[src/rtl/countdown_pkg.sv]
// countdown_pkg: shared types, constants and helpers for the BCD countdown timer
package countdown_pkg;

    typedef enum logic [1:0] {
        IDLE    = 2'd0,
        RUN     = 2'd1,
        PAUSED  = 2'd2,
        EXPIRED = 2'd3
    } state_t;

    typedef logic [3:0] bcd_t;

    localparam bcd_t BCD_MAX = 4'd9;

    // Clamp a raw nibble to a legal BCD digit; codes A..F become 9.
    function automatic bcd_t bcd_sat(input bcd_t d);
        return (d > BCD_MAX) ? BCD_MAX : d;
    endfunction

endpackage

[src/rtl/bcd_digit_down.sv]
// bcd_digit_down: combinational single-digit BCD decrement with borrow chain
module bcd_digit_down
    import countdown_pkg::*;
(
    input  bcd_t digit,
    input  logic borrow_in,
    output bcd_t next,
    output logic borrow_out
);

    // A borrow into a zero digit wraps it to 9 and passes the borrow upward.
    always_comb begin
        next       = borrow_in ? ((digit == 4'd0) ? BCD_MAX : digit - 4'd1) : digit;
        borrow_out = borrow_in && (digit == 4'd0);
    end

endmodule

[src/rtl/countdown_timer.sv]
// countdown_timer: loadable multi-digit BCD down-counter with prescaled tick and expiry pulse
module countdown_timer
    import countdown_pkg::*;
#(
    parameter int TICK_DIV = 100_000_000,
    parameter int DIGITS   = 4
) (
    input  logic                clock,
    input  logic                reset,
    input  logic                load,
    input  logic [4*DIGITS-1:0] load_value,
    input  logic                start,
    input  logic                pause,
    output logic [4*DIGITS-1:0] value,
    output logic                running,
    output logic                done
);

    localparam int PW = (TICK_DIV > 1) ? $clog2(TICK_DIV) : 1;
    localparam logic [PW-1:0] PRESC_LAST = PW'(TICK_DIV - 1);

    state_t              state;
    logic [PW-1:0]       prescaler;
    logic [4*DIGITS-1:0] sat_value;
    logic [4*DIGITS-1:0] dec_value;
    logic [DIGITS:0]     borrow;

    // Saturate every incoming digit so the register only ever holds legal BCD.
    always_comb begin
        sat_value = '0;
        for (int i = 0; i < DIGITS; i++)
            sat_value[4*i +: 4] = bcd_sat(load_value[4*i +: 4]);
    end

    assign borrow[0] = 1'b1;

    genvar g;
    generate
        for (g = 0; g < DIGITS; g++) begin : g_digit
            bcd_digit_down u_digit (
                .digit      (value[4*g +: 4]),
                .borrow_in  (borrow[g]),
                .next       (dec_value[4*g +: 4]),
                .borrow_out (borrow[g+1])
            );
        end
    endgenerate

    // Control FSM; all outputs are registered so no input reaches an output combinationally.
    always_ff @(posedge clock) begin
        if (reset) begin
            state     <= IDLE;
            value     <= '0;
            prescaler <= '0;
            running   <= 1'b0;
            done      <= 1'b0;
        end else begin
            done <= 1'b0;
            if (load) begin
                value     <= sat_value;
                prescaler <= '0;
                state     <= IDLE;
                running   <= 1'b0;
            end else begin
                case (state)
                    IDLE, PAUSED: begin
                        if (start) begin
                            if (value != '0) begin
                                state   <= RUN;
                                running <= 1'b1;
                            end else begin
                                state <= EXPIRED;
                                done  <= 1'b1;
                            end
                        end
                    end
                    RUN: begin
                        // Pause beats a terminal tick; the held prescaler makes the
                        // pending decrement land on the first edge after resume.
                        if (pause) begin
                            state   <= PAUSED;
                            running <= 1'b0;
                        end else if (prescaler == PRESC_LAST) begin
                            prescaler <= '0;
                            value     <= dec_value;
                            if (dec_value == '0) begin
                                state   <= EXPIRED;
                                running <= 1'b0;
                                done    <= 1'b1;
                            end
                        end else begin
                            prescaler <= prescaler + 1'b1;
                        end
                    end
                    default: ;
                endcase
            end
        end
    end

endmodule

[config.mk]
export PLATFORM = sky130hd
export DESIGN_NAME = countdown_timer
export DESIGN_NICKNAME = d
export VERILOG_FILES = /design/src/rtl/countdown_pkg.sv /design/src/rtl/bcd_digit_down.sv /design/src/rtl/countdown_timer.sv
export SDC_FILE = /design/constraint.sdc
export NUM_CORES = 1
export LEC_CHECK = 0
export CELL_PAD_IN_SITES_DETAIL_PLACEMENT = 2
export CELL_PAD_IN_SITES_GLOBAL_PLACEMENT = 2
export CORE_MARGIN = 10
export CORE_UTILIZATION = 29
export CTS_CLUSTER_SIZE = 25
export DETAILED_ROUTE_END_ITERATION = 16
export PLACE_DENSITY_LB_ADDON = 0.3
export SLEW_MARGIN = 0
export SYNTH_ARGS = -nofsm -noshare
export SYNTH_HDL_FRONTEND = slang
export SYNTH_HIERARCHICAL = 1
export SYNTH_SLANG_ARGS = --single-unit
[constraint.sdc]
create_clock -name clock -period 3.6 [get_ports clock]
set_clock_uncertainty 0.1 [all_clocks]
set_input_delay 0.9 -clock clock [delete_from_list [all_inputs] [get_ports clock]]
set_output_delay 0.9 -clock clock [all_outputs]
set_load 0.01 [all_outputs]
Word level (Yosys, flattened, before mapping)
Cells that the tools add are included.

Input port bits: 21. Latch bits: 0. Register bits after elaboration: 47. Output and inout port bits: 18. Memory bits (writable): 0. Memory bits (read-only): 0. Memories: 0.

Divide/modulo/power cells: 0. Shifts and indexed selects: 0. Eq/ne operators: 8. Multipliers: 0. Order comparisons: 4. Reduce and logical (&&, ||, !) cells: 18. Bitwise operators: 1. Mux-type cells: 34. Add/subtract/negate cells: 5.

Operator list (number): $mux W16 (4); $mux W4 (11); $add A27 B1 Y27 const B (1); $eq A27 B27 Y1 const B (1); $mux W27 (1); $gt A4 B4 Y1 const B (4); $logic_not A16 Y1 (1); $logic_not A4 Y1 (4); $reduce_bool A16 Y1 (1); $sub A4 B1 Y4 const B (4); $mux W1 (10); $mux W2 (5); $ne A2 B2 Y1 const B (3); $ne A3 B3 Y1 const B (2); $reduce_bool A2 Y1 (3); $reduce_and A5 Y1 (1); $pmux W1 S2 (2); $pmux W2 S2 (1); $reduce_and A4 Y1 (1); $reduce_or A2 Y1 (2); $reduce_and A3 Y1 (1); $eq A2 B1 Y1 const B (1); $eq A2 B2 Y1 const B (1); $logic_and A1 B1 Y1 (2); other kinds (3) (3).

Depth between registers and ports, before layout
Gate-level depths: netlist (run 1).

Depth after elaboration: 9. Gate-level depth with buffers: 13. Depth with buffers taken out: 13.

Cells and area by module
Netlist (run 1), hierarchy kept.

Modules (own cells, without submodules): countdown_timer (times used 1, area each 2580.0 µm², cells each 318); bcd_digit_down (times used 4, area each 78.8 µm², cells each 11).

Worst setup path after synthesis (run 1)
Ideal clock, no wire load.

Kind: register to register. Start: register value[0]. End: register running. Cell stages (with the launch flop): 14. Setup slack: 0.132 ns. Data arrival time: 3.236 ns. Path buffers: 0. Required time: 3.368 ns. Library setup time: 0.132 ns. Cell sequence: dfxtp_1 nand2b_4 nor4_1 nand2b_4 nor4_1 nand2b_4 nor4_1 nand2b_4 o21ai_0 nand2_1 nor4_1 nand4_1 nor4_1 o22ai_1.

Word-level cells in the longest chain between the ends: 7. Elaborated cells between the ends (all ways): 13.

RTL lines: from (decl) (RTL line countdown_timer.sv:14) `output logic [4*DIGITS-1:0] value,`; from (signal assigned) (RTL line countdown_timer.sv:60) `value <= sat_value;`; from (signal assigned) (RTL line countdown_timer.sv:85) `value <= dec_value;`; $logic_not A4 Y1 (RTL line bcd_digit_down.sv:14) `borrow_out = borrow_in && (digit == 4'd0);`; net borrow[1] (RTL line countdown_timer.sv:26) `logic [DIGITS:0] borrow;`; $logic_and A1 B1 Y1 (RTL line bcd_digit_down.sv:14); net borrow[2] (RTL line countdown_timer.sv:26); $logic_and A1 B1 Y1 (RTL line bcd_digit_down.sv:14); net borrow[3] (RTL line countdown_timer.sv:26); $mux W4 (RTL line bcd_digit_down.sv:13) `next = borrow_in ? ((digit == 4'd0) ? BCD_MAX : digit - 4'd1) : digit;`; net dec_value[14] (RTL line countdown_timer.sv:25) `logic [4*DIGITS-1:0] dec_value;`; $logic_not A16 Y1 (RTL line countdown_timer.sv:86) `if (dec_value == '0) begin`; $ne A3 B3 Y1 (no source line); $reduce_and A5 Y1 (no source line); to (signal assigned) (RTL line countdown_timer.sv:70) `running <= 1'b1;`; to (signal assigned) (RTL line countdown_timer.sv:82) `running <= 1'b0;`; to (signal assigned) (RTL line countdown_timer.sv:88) `running <= 1'b0;`; to (decl) (RTL line countdown_timer.sv:15) `output logic running,`.

The timed path passes the listed nets, and every way through them passes these cells. A chain may end at the register's enable or synchronous reset.

Worst setup path after layout (run 1)
Ends and elaborated chain as after synthesis.

==> flow_summary_export.csv, run 1 <==
group,metric,value,unit
status,outcome,"completed",
clock_tree,cts_buffer_depth,2,
sta,fmax,326,MHz
finish,fillers,1147,
logic_synthesis,syn_inst,361,
pwr,swShare,30.1,%
clock_tree,clk-insertion-delay-late,0.31,ns
floorplan,die_w,120,microns
floorplan,core,9730,sq um
finish,final_common_cell,"dfxtp_1",
sta,hold_violations,0,
worst_setup_path,crit_slowest_cell,"dfxtp_1",
clock_tree,tritoncts,"yes",
pwr,p_leak,0.00120,uW
floorplan,ios,39,
worst_setup_path,max_stage_delay,0.37,ns
placed_design,dp.cells,521,
worst_setup_path,endpoint_kind,"register",
logic_synthesis,syn_area_per_cell,8.00,sq um
pwr,vdd_ir_drop_max,125,uV
route,antenna_left,0,
floorplan,start_util,29.7,%
clock_tree,clock-sinks,47,
sta,tns,0,ns
worst_setup_path,worstSetupPathType,"register to register",
route,drt_iter0_markers,86,
clock_tree,cts-root-buf,"clkbuf_8",
pwr,p_per_area,322,nW/um^2
sta,fin_crit_sh,85.3,%
worst_setup_path,arrival,3.18,ns
floorplan,die_y,120,microns
clock_tree,cts_setup_buffers,0,
worst_setup_path,crit_fanout,6,
sta,finalSetupViolations,0,
sta,rsz0062_at_grt,"no",
pwr,clkPwrFrac,31.8,%
placed_design,gp_congestion,0.818,
route,dr.pass1.iters,4,
finish,fin_cells,529,
grt,grt_pass1_wl,16700,microns
grt,antenna_found_initial,0,
pwr,p_comb_share,18.3,%
placed_design,hpwl,7270,microns
grt,gr-total-overflow,0,
worst_setup_path,cp_num_buf_inv,3,
logic_synthesis,syn_area,2890,sq um
finish,fin_nets,417,
sta,slew_violations,0,
clock_tree,path_clk_slew,0.10,ns
floorplan,rows,36,
grt,grt_pass1_vias,3164,
sta,period_needed,3.07,ns
route,wl_per_cell,18.7,microns
worst_setup_path,cp_cell_sequence,"nand2b_4 > nor4_1 > buf_4 > nand2b_4 > nor4_1 > buf_4 > nand2b_4 > nor4_1 > buf_4 > nand2b_4 > o21ai_0 > nand2_1 > nor4_1 > nand4_1 > nor4_2 > o22ai_1",
floorplan,dieArea,14400,sq um
grt,grt_max_degree,36,
min_path,hold_path.class,"register to register",
route,wl,9900,microns
clock_tree,htreeDepth,2,
sta,relSlewSlack,54.3,%
finish,n_antenna_cell,0,
clock_tree,cts_buffers,5,
placed_design,place.port_buffers,38,
route,drc,0,
finish,final_cell_mix,"dfxtp_1, clkdlybuf4s50_1, o21ai_0",
worst_setup_path,critical_path_required,3.71,ns
pwr,p_switching,342,uW
pwr,p_int,797,uW
sta,worst_pin_slew,0.686,ns
job,max_cap_viol_count,0,
pwr,pwr-share-seq,49.9,%
grt,grt_usage,14.0,%
route,viasPerCell,5.56,
worst_setup_path,crit_family,"simple AND/OR/NAND/NOR gates",
worst_setup_path,crit_path_start_kind,"register",
finish,drive_gt1_share,8.08,%
finish,areaGrowthSynthToFinish,22.3,%
logic_synthesis,yosysWarnings,6,
route,routed-via-count,2943,
==> per-stage QoR <==
stage | setup slack, ns | area (sq um) | hold slack (ns) | total power [uW] | util [%]
floorplan | 0.145 | 2890 | 0.347 | 685 | -
global placement | 0.479 | 3430 | 0.357 | 784 | 35.2
detailed placement | 0.427 | 3430 | 0.377 | 790 | 35.2
CTS | 0.410 | 3530 | 0.398 | 1160 | 36.3
global route | 0.0589 | 3530 | 0.425 | 1200 | 36.3
finish | 0.530 | 3530 | 0.394 | 1140 | 36.3
==> registers in the layout, indices dropped and copies added, names as in the netlist <==
| register | flops |
|---|---|
| done | 1 |
| running | 1 |
| value | 16 |
| state | 2 |
| prescaler | 27 |
==> what timing repair did <==
| item | in CTS | in global routing |
|---|---|---|
| hold buffers | 0 | 0 |
| endpoints found under the setup margin | 0 | 1 |
| gates resized for setup | 0 | 1 |
==> worst reg2reg max path, stage by stage (launching register included) <==
cell	delay, ns
dfxtp_1	0.37
nand2b_4	0.18
nor4_1	0.18
buf_4	0.18
nand2b_4	0.07
nor4_1	0.17
buf_4	0.18
nand2b_4	0.07
nor4_1	0.18
buf_4	0.18
nand2b_4	0.07
o21ai_0	0.15
nand2_1	0.09
nor4_1	0.27
nand4_1	0.19
nor4_2	0.25
o22ai_1	0.11
==> per-layer routing <==
layer,up-vias,share of wire (%),wire length (microns),global-route usage (%)
li1,1452,-,-,-
met1,1455,51,5010,18.9
met2,27,46,4560,22.6
met3,9,2.0,197,2.02
met4,0,1.4,134,3.92
met5,-,0,0,0
==> worst paths after layout <==
| kind | startpoint | endpoint | slack, ns | depth (start not counted) |
|---|---|---|---|---|
| worst max-delay path | value[0] | running | 0.53 | 16 |
| worst min register to register | prescaler[26] | prescaler[26] | 0.39 | 2 |
| worst min-delay path | prescaler[26] | prescaler[26] | 0.39 | 2 |
| worst max register to register | value[0] | running | 0.53 | 16 |
==> layout make-up <==
class | instances | area, sq um | area share [%]
clock buffer | 6 | 82.6 | 2.34
clock inverter | 2 | 16.3 | 0.460
inverter | 14 | 52.6 | 1.49
multi-input combinational | 277 | 1800 | 51.1
sequential | 47 | 941 | 26.6
tap | 133 | 166 | 4.71
timing repair buffer | 50 | 470 | 13.3
==> power by group through the flow <==
stage	clock [uW]	sequential (uW)	combinational (uW)
2_1_floorplan	0	577	108
3_3_place_gp	0	578	205
3_5_place_dp	0	581	210
4_1_cts	377	569	212
5_1_grt	395	574	232
6_report	362	569	208
Note: power is estimated with default switching activity, not from simulation.
==> inputs of run 2 (changes only) <==
Settings changed: CTS_CLUSTER_DIAMETER set to 30, PLACE_DENSITY_LB_ADDON 0.3 to 0.08.
==> flow_summary_export.csv, run 2 (synthesis results as in run 1) <==
group,metric,value,unit
finish,final_common_cell,"dfxtp_1",
route,antenna_left,0,
grt,antenna_found_initial,0,
floorplan,rows,36,
sta,slew_violations,0,
finish,n_antenna_cell,0,
clock_tree,cts_buffer_depth,2,
sta,relSlewSlack,50.0,%
floorplan,core,9730,sq um
placed_design,dp.cells,521,
sta,rsz0062_at_grt,"no",
floorplan,die_y,120,microns
clock_tree,cts_setup_buffers,0,
pwr,p_per_area,315,nW/um^2
clock_tree,clk-insertion-delay-late,0.31,ns
clock_tree,cts_resized,0,
job,max_cap_viol_count,0,
worst_setup_path,cp_num_buf_inv,3,
route,wl,9730,microns
route,drt_iter0_markers,118,
clock_tree,cts_hold_buf,0,
finish,areaGrowthSynthToFinish,22.3,%
clock_tree,cts_buffers,5,
grt,grt_pass1_vias,3026,
worst_setup_path,startpoint,"value[0]",
sta,worst_pin_slew,0.739,ns
placed_design,gp_congestion,0.756,
finish,fin_nets,417,
worst_setup_path,crit_fanout,6,
status,outcome,"completed",
finish,reg_top3,"prescaler: 27 flops, value: 16 flops, state: 2 flops",
worst_setup_path,critical_path_required,3.69,ns
clock_tree,cts-root-buf,"clkbuf_8",
route,drc,0,
worst_setup_path,crit_top_cell,"nand2b_4",
grt,grt_max_degree,42,
worst_setup_path,arrival,3.21,ns
min_path,min_from,"prescaler[26]",
sta,period_needed,3.12,ns
route,dr.pass1.iters,4,
min_path,hold_path.class,"register to register",
finish,largest_reg_flops,27,
finish,fin_cells,529,
floorplan,die_w,120,microns
clock_tree,tritoncts,"yes",
finish,drive_gt1_share,8.08,%
clock_tree,path_clk_slew,0.09,ns
worst_setup_path,endpoint_kind,"register",
placed_design,hpwl,7230,microns
floorplan,dieArea,14400,sq um
worst_setup_path,cp_cell_sequence,"nand2b_4 > nor4_1 > buf_4 > nand2b_4 > nor4_1 > buf_4 > nand2b_4 > nor4_2 > buf_4 > nand2b_4 > o21ai_0 > nand2_1 > nor4_1 > nand4_1 > nor4_4 > o22ai_1",
worst_setup_path,worstSetupPathType,"register to register",
finish,final_cell_mix,"dfxtp_1, clkdlybuf4s50_1, o21ai_0",
route,routed-via-count,2895,
pwr,vdd_ir_drop_max,146,uV
sta,tns,0,ns
pwr,p_leak,0.00121,uW
grt,gr-total-overflow,0,
route,wl_per_cell,18.4,microns
clock_tree,htreeDepth,2,
worst_setup_path,crit_slowest_cell,"dfxtp_1",
sta,fin_crit_sh,86.7,%
worst_setup_path,crit_path_start_kind,"register",
floorplan,start_util,29.7,%
placed_design,place.port_buffers,38,
worst_setup_path,max_stage_delay,0.37,ns
worst_setup_path,timing.rr.start,"value[0]",
route,viasPerCell,5.47,
grt,grt_pass1_wl,16300,microns
clock_tree,clock-sinks,47,
finish,largest_register,"prescaler",
worst_setup_path,crit_family,"simple AND/OR/NAND/NOR gates",
grt,grt_usage,13.7,%
floorplan,ios,39,
sta,fmax,321,MHz
sta,finalSetupViolations,0,
pwr,power,1110,uW
sta,hold_violations,0,
run 2: cell count changes in the layout (fill, tap and decap cells not counted):
| cell | delta |
|---|---|
| clkbuf_8 | -1 |
| clkbuf_1 | +1 |
| clkinv_4 | -1 |
| nor4_1 | -1 |
| nor4_4 | +1 |
| clkinv_2 | +1 |
run 2: layout make-up:
type                       instances  area (sq um)
clock buffer                       6          72.6
sequential                        47           941
multi-input combinational        277          1820
inverter                          14          52.6
clock inverter                     2          12.5
fill                            1118          6190
timing repair buffer              50           470
tap                              133           166
run 2: worst min-delay path: cells and delay by family (launching register included):
| family | cells | cell delay (ns) |
|---|---|---|
| compound gates | 2 | 0.11 |
| flops | 1 | 0.33 |
run 2: path summary, 6_finish.rpt:
path / slack [ns] / end / depth (start not counted)
worst max-delay path: 0.48 / running / 16
worst min register to register: 0.38 / prescaler[26] / 2
worst min-delay path: 0.38 / prescaler[26] / 2
worst max register to register: 0.48 / running / 16
run 2: power by group:
group / internal [uW] / total, uW / switching [uW]
combinational: 104 / 211 / 107
clock: 137 / 336 / 200
sequential: 536 / 566 / 30.4
total: 777 / 1110 / 337
run 2: stage by stage:
step	hold WS, ns	utilization (%)	worst slack, ns	area (sq um)
6_report	0.384	36.3	0.480	3530
5_1_grt	0.412	36.3	0.132	3530
4_1_cts	0.392	36.1	0.262	3510
3_5_place_dp	0.376	35.2	0.309	3430
3_3_place_gp	0.364	35.2	0.470	3430
2_1_floorplan	0.347	-	0.145	2890
run 2: metal layers:
layer	vias to the layer above	GRT usage (%)	wire length, microns
met5	-	0	0
met2	30	21.5	4270
met3	8	2.48	273
li1	1449	-	-
met4	0	2.79	98
met1	1408	19.0	5090
==> inputs of run 3 (changes only) <==
Settings changed: CAP_MARGIN set to 10, SKIP_CTS_REPAIR_TIMING set to 1.
==> results of run 3 <==
No change in the layout: final DEF, timing and power equal those of run 2.
